--- src/rtl/rv_fetch_pkg.sv ---
// Shared types and constants for the RV32I fetch stage and its queues.
package rv_fetch_pkg;

   localparam int unsigned XLEN_DEF  = 32;
   localparam logic [31:0] NOP_INSTR = 32'h0000_0013;

   typedef struct packed {
      logic [XLEN_DEF-1:0] pc;
      logic [31:0]         instr;
   } fetch_entry_t;

   function automatic int unsigned ptr_width(input int unsigned depth);
      return (depth > 1) ? $clog2(depth) : 1;
   endfunction

endpackage

--- src/rtl/fetch_fifo.sv ---
// Small synchronous FIFO of fetch entries with a registered head, push/pop at any occupancy.
module fetch_fifo
   import rv_fetch_pkg::*;
#(
   parameter int unsigned  DEPTH = 2,
   localparam int unsigned PtrW  = ptr_width(DEPTH)
) (
   input  logic         clk,
   input  logic         rst,
   input  logic         clear_i,
   input  logic         push_i,
   input  fetch_entry_t entry_i,
   input  logic         pop_i,
   output logic         full_o,
   output logic         empty_o,
   output logic [PtrW:0] count_o,
   output fetch_entry_t head_o
);

   fetch_entry_t    mem_q [DEPTH];
   fetch_entry_t    head_q, head_d;
   logic [PtrW-1:0] wr_q, wr_d, rd_q, rd_d;
   logic [PtrW:0]   cnt_q, cnt_d, remain;
   logic            do_push, do_pop;

   assign empty_o = (cnt_q == '0);
   assign full_o  = (cnt_q == (PtrW+1)'(DEPTH));
   assign count_o = cnt_q;
   assign head_o  = head_q;

   always_comb begin
      do_pop  = pop_i && !empty_o && !clear_i;
      do_push = push_i && (!full_o || do_pop) && !clear_i;
      wr_d    = wr_q;
      rd_d    = rd_q;
      cnt_d   = cnt_q;
      head_d  = head_q;
      remain  = cnt_q - {{PtrW{1'b0}}, do_pop};
      if (clear_i) begin
         wr_d  = '0;
         rd_d  = '0;
         cnt_d = '0;
      end else begin
         if (do_push) wr_d = wr_q + 1'b1;
         if (do_pop)  rd_d = rd_q + 1'b1;
         cnt_d = remain + {{PtrW{1'b0}}, do_push};
         // Head tracks the oldest entry; when it drains, it keeps the last one shown.
         if (cnt_d != '0) head_d = (remain == '0) ? entry_i : mem_q[rd_d];
      end
   end

   always_ff @(posedge clk) begin
      if (do_push) mem_q[wr_q] <= entry_i;
   end

   always_ff @(posedge clk or posedge rst) begin
      if (rst) begin
         wr_q   <= '0;
         rd_q   <= '0;
         cnt_q  <= '0;
         head_q <= '{pc: '0, instr: NOP_INSTR};
      end else begin
         wr_q   <= wr_d;
         rd_q   <= rd_d;
         cnt_q  <= cnt_d;
         head_q <= head_d;
      end
   end

endmodule

--- src/rtl/if_fetch_stage.sv ---
// Instruction-fetch stage: owns the PC, issues credit-limited word fetches, buffers results for IF/ID.
module if_fetch_stage
   import rv_fetch_pkg::*;
#(
   parameter int unsigned      XLEN     = XLEN_DEF,
   parameter logic [XLEN-1:0]  RESET_PC = '0,
   parameter int unsigned      DEPTH    = 2
) (
   input  logic            clk,
   input  logic            rst,
   input  logic            redirect_valid,
   input  logic [XLEN-1:0] redirect_pc,
   output logic            imem_req_valid,
   input  logic            imem_req_ready,
   output logic [XLEN-1:0] imem_req_addr,
   input  logic            imem_rsp_valid,
   input  logic [31:0]     imem_rsp_data,
   output logic            if_valid,
   input  logic            if_ready,
   output logic [XLEN-1:0] if_pc,
   output logic [31:0]     if_instr
);

   localparam int unsigned PtrW = ptr_width(DEPTH);

   logic [XLEN-1:0] pc_q, pc_d;
   logic [PtrW:0]   out_q, out_d, drop_q, drop_d;
   logic [PtrW:0]   fifo_count, infl_count, rsp_dec, acc_inc;
   logic [PtrW+1:0] credit_used;
   logic            fifo_empty, fifo_full, infl_empty, infl_full;
   logic            accept, rsp_keep, fifo_pop;
   fetch_entry_t    fifo_head, infl_head, req_entry, rsp_entry;
   logic            unused_bits;

   // Outstanding plus buffered never exceeds DEPTH, so the output FIFO cannot overflow.
   assign credit_used    = {1'b0, out_q} + {1'b0, fifo_count};
   assign imem_req_valid = !rst && !redirect_valid && (credit_used < (PtrW+2)'(DEPTH));
   assign imem_req_addr  = pc_q;
   assign accept         = imem_req_valid && imem_req_ready;
   assign rsp_keep       = imem_rsp_valid && (drop_q == '0) && !redirect_valid;
   assign fifo_pop       = !fifo_empty && if_ready && !redirect_valid;
   assign rsp_dec        = {{PtrW{1'b0}}, imem_rsp_valid};
   assign acc_inc        = {{PtrW{1'b0}}, accept};

   assign req_entry = '{pc: pc_q, instr: NOP_INSTR};
   assign rsp_entry = '{pc: infl_head.pc, instr: imem_rsp_data};

   assign if_valid = !fifo_empty;
   assign if_pc    = fifo_head.pc;
   assign if_instr = fifo_empty ? NOP_INSTR : fifo_head.instr;

   always_comb begin
      pc_d   = pc_q;
      out_d  = out_q;
      drop_d = drop_q;
      if (redirect_valid) begin
         // Everything still in flight belongs to the wrong path; a response this cycle is gone too.
         pc_d   = {redirect_pc[XLEN-1:2], 2'b00};
         out_d  = out_q - rsp_dec;
         drop_d = out_q - rsp_dec;
      end else begin
         if (accept) pc_d = pc_q + XLEN'(4);
         out_d = out_q + acc_inc - rsp_dec;
         if (imem_rsp_valid && (drop_q != '0)) drop_d = drop_q - 1'b1;
      end
   end

   always_ff @(posedge clk or posedge rst) begin
      if (rst) begin
         pc_q   <= RESET_PC;
         out_q  <= '0;
         drop_q <= '0;
      end else begin
         pc_q   <= pc_d;
         out_q  <= out_d;
         drop_q <= drop_d;
      end
   end

   fetch_fifo #(
      .DEPTH(DEPTH)
   ) u_infl_q (
      .clk    (clk),
      .rst    (rst),
      .clear_i(redirect_valid),
      .push_i (accept),
      .entry_i(req_entry),
      .pop_i  (rsp_keep),
      .full_o (infl_full),
      .empty_o(infl_empty),
      .count_o(infl_count),
      .head_o (infl_head)
   );

   fetch_fifo #(
      .DEPTH(DEPTH)
   ) u_out_q (
      .clk    (clk),
      .rst    (rst),
      .clear_i(redirect_valid),
      .push_i (rsp_keep),
      .entry_i(rsp_entry),
      .pop_i  (fifo_pop),
      .full_o (fifo_full),
      .empty_o(fifo_empty),
      .count_o(fifo_count),
      .head_o (fifo_head)
   );

   assign unused_bits = ^{infl_head.instr, infl_full, infl_empty, infl_count, fifo_full,
                          redirect_pc[1:0]};

endmodule
--- config.mk ---
export PLATFORM = sky130hd
export DESIGN_NAME = if_fetch_stage
export DESIGN_NICKNAME = d
export VERILOG_FILES = /design/src/rtl/rv_fetch_pkg.sv /design/src/rtl/fetch_fifo.sv /design/src/rtl/if_fetch_stage.sv
export SDC_FILE = /design/constraint.sdc
export NUM_CORES = 1
export LEC_CHECK = 0
export CORE_MARGIN = 5
export CORE_UTILIZATION = 42
export DETAILED_ROUTE_END_ITERATION = 8
export DONT_BUFFER_PORTS = 1
export HOLD_SLACK_MARGIN = 0.15
export SKIP_LAST_GASP = 1
export SLEW_MARGIN = 40
export SYNTH_ARGS = -nofsm -noshare
export SYNTH_HDL_FRONTEND = slang
export SYNTH_SLANG_ARGS = --single-unit
--- constraint.sdc ---
create_clock -name clk -period 10.65 [get_ports clk]
set_input_delay 1.065 -clock clk [delete_from_list [all_inputs] [get_ports clk]]
set_output_delay 1.065 -clock clk [all_outputs]
set_load 0.005 [all_outputs]
==> results by group <==
Placement
  • GPL Wtd Cong: roughly 0.77
  • Port Buffers: 0
  • HPWL after DPL: 19,500 um
  • Pre-CTS setup slack: 6.19 ns

Run
  • Max Cap Viol: 0

Floorplanning
  • CORE AREA: 0.0333 mm^2
  • Number of I/O pins: 168
  • Initial Utilization: 42.3%
  • Rows: 67
  • Die Area: around 0.037 mm^2
  • DIE WIDTH: 193 um
  • Die Y: 193 um

Power and ir drop
  • VDD IR-drop max: 0.146 mV
  • Leak: roughly 6.1 nW
  • P per Cell Area: 251 mW/mm^2

CTS
  • Post-CTS Resized: 0
  • Worst-path clk slew: 0.06 ns
  • Post-CTS setup buffer count: 0
  • Clk_lat worst skew: 0.51 ns
  • # hold bufs at CTS: 0
  • H-tree levels: 2
  • Num CTS Buffers: 36
  • Clock Path Buffers: 3
  • Clk sink count: 318
  • CTS tree: built
  • Clk root buf: clkbuf_16

Synth
  • Yosys warns: 0
  • Synth Flop Type: edfxtp_1
  • Gate Count Post-Synth: 1,053
  • Avg Inst Size Synth: 13.4 um^2
  • Synth async-reset ratio: between 40% and 50%
  • EDFF count, synth: 184
  • Sequential fraction of the synthesis area: 63.1%
  • Cell Area, Synth: 0.0141 mm^2
  • Yosys reg bits: between 300 and 400
  • Count of cell types in the netlist: 61

Status
  • Status: finished clean

Routing
  • DRT antenna net count: 0
  • DR DRC count: 0
  • Via total after detailed routing: 8,256
  • Total Wirelength: 31,900 um
  • Detailed Routing Iterations Pass 1: 5
  • DR iter-0 viols: 415
  • Wire per inst: approximately 21 um
  • Via-to-Cell Ratio: between 5 and 6

Layout
  • Register area: approximately 0.0089 mm^2
  • Area added between synthesis and finish: 9.56%
  • Layout cells sized above 1: 14.9%
  • Multi-input logic area: 0.00457 mm^2
  • Ant. Diodes: 0
  • Nets: 1,095
  • FILL cells: roughly 3,000

Timing
  • RSZ-0062 raised after global routing: no
  • Final period util: 41.6%
  • Setup TNS: 0 ns
  • Max Fclk: 226 MHz
  • Count of pins over their slew limit: 0
  • Finish-stage setup viols: 0
  • Final hold violations: 0
  • Worst Max-Slew Pin Slew: slightly above 0.8 ns
  • Max-slew headroom: about 45%
  • Clock skew: about 0.022 ns
  • Final Critical Period: 4.43 ns
  • Min setup slack post-route: about 6.2 ns

Global route
  • Overall Global Routing Usage: 16.9%
  • GRT met2 Usage: a little over a quarter
  • First-pass GRT wire length: 49,600 um
  • Met3 GRT Util: 4.75%
  • GR peak layer: met2
  • Initial antenna violation count: 0
  • Largest net degree at the start of global routing: 90
  • Vias in the first global route: 8,406
  • Met1 Use GR: 23.5%
  • Total grt overflow: 0

Worst setup path
  • Critical Path RT: 11.01 ns
  • Worst-path fanout max: 61
  • CP endpoint kind: flip-flop
  • Arr. time, crit path: 4.79 ns
  • WS Path Type: flip-flop to flip-flop
  • CP Launch Type: flip-flop

Worst hold path
  • Hold Path Class: flip-flop to flip-flop
-- final cells by class --
class                      count  area share, %
clock buffer                  50           6.45
clock inverter                13          0.649
inverter                      17          0.463
multi-input combinational    623           29.7
sequential                   318           57.6
tap                          448           3.64
timing repair buffer          19           1.53
-- through the flow --
step,hold slack (ns),util (%),cell area (um^2),std cells,total power [W]
2_1_floorplan,0.465,-,14100,1056,0.00257
3_3_place_gp,0.476,42.6,14200,1417,0.00272
3_5_place_dp,0.490,43.0,14300,1425,0.00276
4_1_cts,0.497,46.3,15400,1488,0.00393
5_1_grt,0.517,46.3,15400,1488,0.00410
6_report,0.504,46.3,15400,1488,0.00387
-- final timing paths --
path	startpoint	endpoint	slack [ns]	cells past startpoint
setup reg to reg	u_out_q.count_o[0]	u_infl_q.head_o[60]	6.22	15
setup / recovery	u_out_q.count_o[0]	u_infl_q.head_o[60]	6.22	15
hold reg to reg	u_infl_q.head_o[57]	u_out_q.mem_q[1][57]	0.50	0
hold / removal	u_infl_q.head_o[57]	u_out_q.mem_q[1][57]	0.50	0
min in group asynchronous	rst	imem_req_addr[16]	0.52	1
max in group asynchronous	rst	u_out_q.head_o[45]	8.93	2
-- sequential cells by signal, indices dropped and copies added (netlist names) --
| signal | count |
|---|---|
| u_out_q.mem_q | 124 |
| u_out_q.head_o | 62 |
| u_infl_q.mem_q | 60 |
| imem_req_addr | 30 |
| u_infl_q.head_o | 30 |
| drop_q | 2 |
| out_q | 2 |
| u_infl_q.count_o | 2 |
| u_out_q.count_o | 2 |
| u_infl_q.rd_q | 1 |
| u_infl_q.wr_q | 1 |
| u_out_q.rd_q | 1 |
| u_out_q.wr_q | 1 |
-- critical path, stage by stage, from the launching register on --
cell      delay [ns]
dfrtp_1         0.41
inv_1           0.10
nor2_1          0.14
fa_1            0.47
nor4_4          0.40
and2_2          0.44
inv_2           0.28
a31o_1          0.35
inv_2           0.09
ha_1            0.15
xnor2_1         0.14
o21a_1          0.13
buf_4           0.48
and2_1          0.21
buf_4           0.36
a211oi_1        0.13
-- cell usage after synthesis (8+ instances only) --
library cell | count | share of area, %
o311ai_1 | 12 | 0.75
edfxtp_1 | 184 | 39
buf_2 | 11 | 0.39
o21ai_1 | 11 | 0.39
nand4_1 | 8 | 0.36
a211oi_1 | 31 | 1.7
mux2i_1 | 93 | 6.6
buf_6 | 11 | 0.88
nor2b_1 | 31 | 1.4
buf_4 | 39 | 2.1
inv_1 | 14 | 0.37
nor3b_1 | 31 | 1.7
ha_1 | 9 | 0.80
nand2_1 | 43 | 1.1
a221oi_2 | 60 | 6.4
nor2_1 | 172 | 4.6
dfrtp_1 | 131 | 23
clkbuf_1 | 36 | 0.96
o211ai_1 | 12 | 0.64
nand3_1 | 20 | 0.71
-- report_power, final --
part	internal [W]	total [W]	switching, W	leakage (nW)
sequential	0.00160	0.00183	0.000229	3.20
clock	0.000678	0.00115	0.000472	0.532
combinational	0.000360	0.000885	0.000525	2.35
-- placed cells by master, fill, tap and decap left out, types with 6 or more instances in the layout --
| cell | instances |
|---|---|
| clkbuf_16 | 37 |
| nor3b_1 | 31 |
| o21ai_1 | 11 |
| buf_8 | 6 |
| mux2i_1 | 93 |
| nand3_1 | 20 |
| nor2b_1 | 31 |
| clkbuf_1 | 11 |
| and3_1 | 7 |
| ha_1 | 9 |
| nand2_1 | 42 |
| dfrtp_1 | 131 |
| edfxtp_1 | 184 |
| nor2_1 | 170 |
| inv_1 | 13 |
| o211ai_1 | 12 |
| a211oi_1 | 31 |
| nand4_1 | 8 |
| o311ai_1 | 12 |
| xnor2_1 | 7 |
| a221oi_2 | 60 |
| buf_4 | 7 |
-- cells by family (layout without fill, tap and decap cells) --
| group | Yosys count | after routing | synth area share [%] |
|---|---|---|---|
| buffers and inverters | 115 | 99 | 4.79 |
| other | 1 | 4 | 0.0266 |
| xor gates and xnor gates | 12 | 12 | 1.01 |
| muxes | 93 | 93 | 6.62 |
| and+or+nand+nor | 344 | 344 | 11.9 |
| adders and majority gates | 10 | 10 | 0.942 |
| DFF | 318 | 318 | 63.1 |
| AOI/OAI and AO/OA | 160 | 160 | 11.6 |
-- per-layer routing --
layer  up-vias  wire length (um)
li1       3816                 -
met1      4139             14400
met2       257             14500
met3        44              2520
met4         0               455
met5         -                 0
Power figures use the tool's default switching activity.
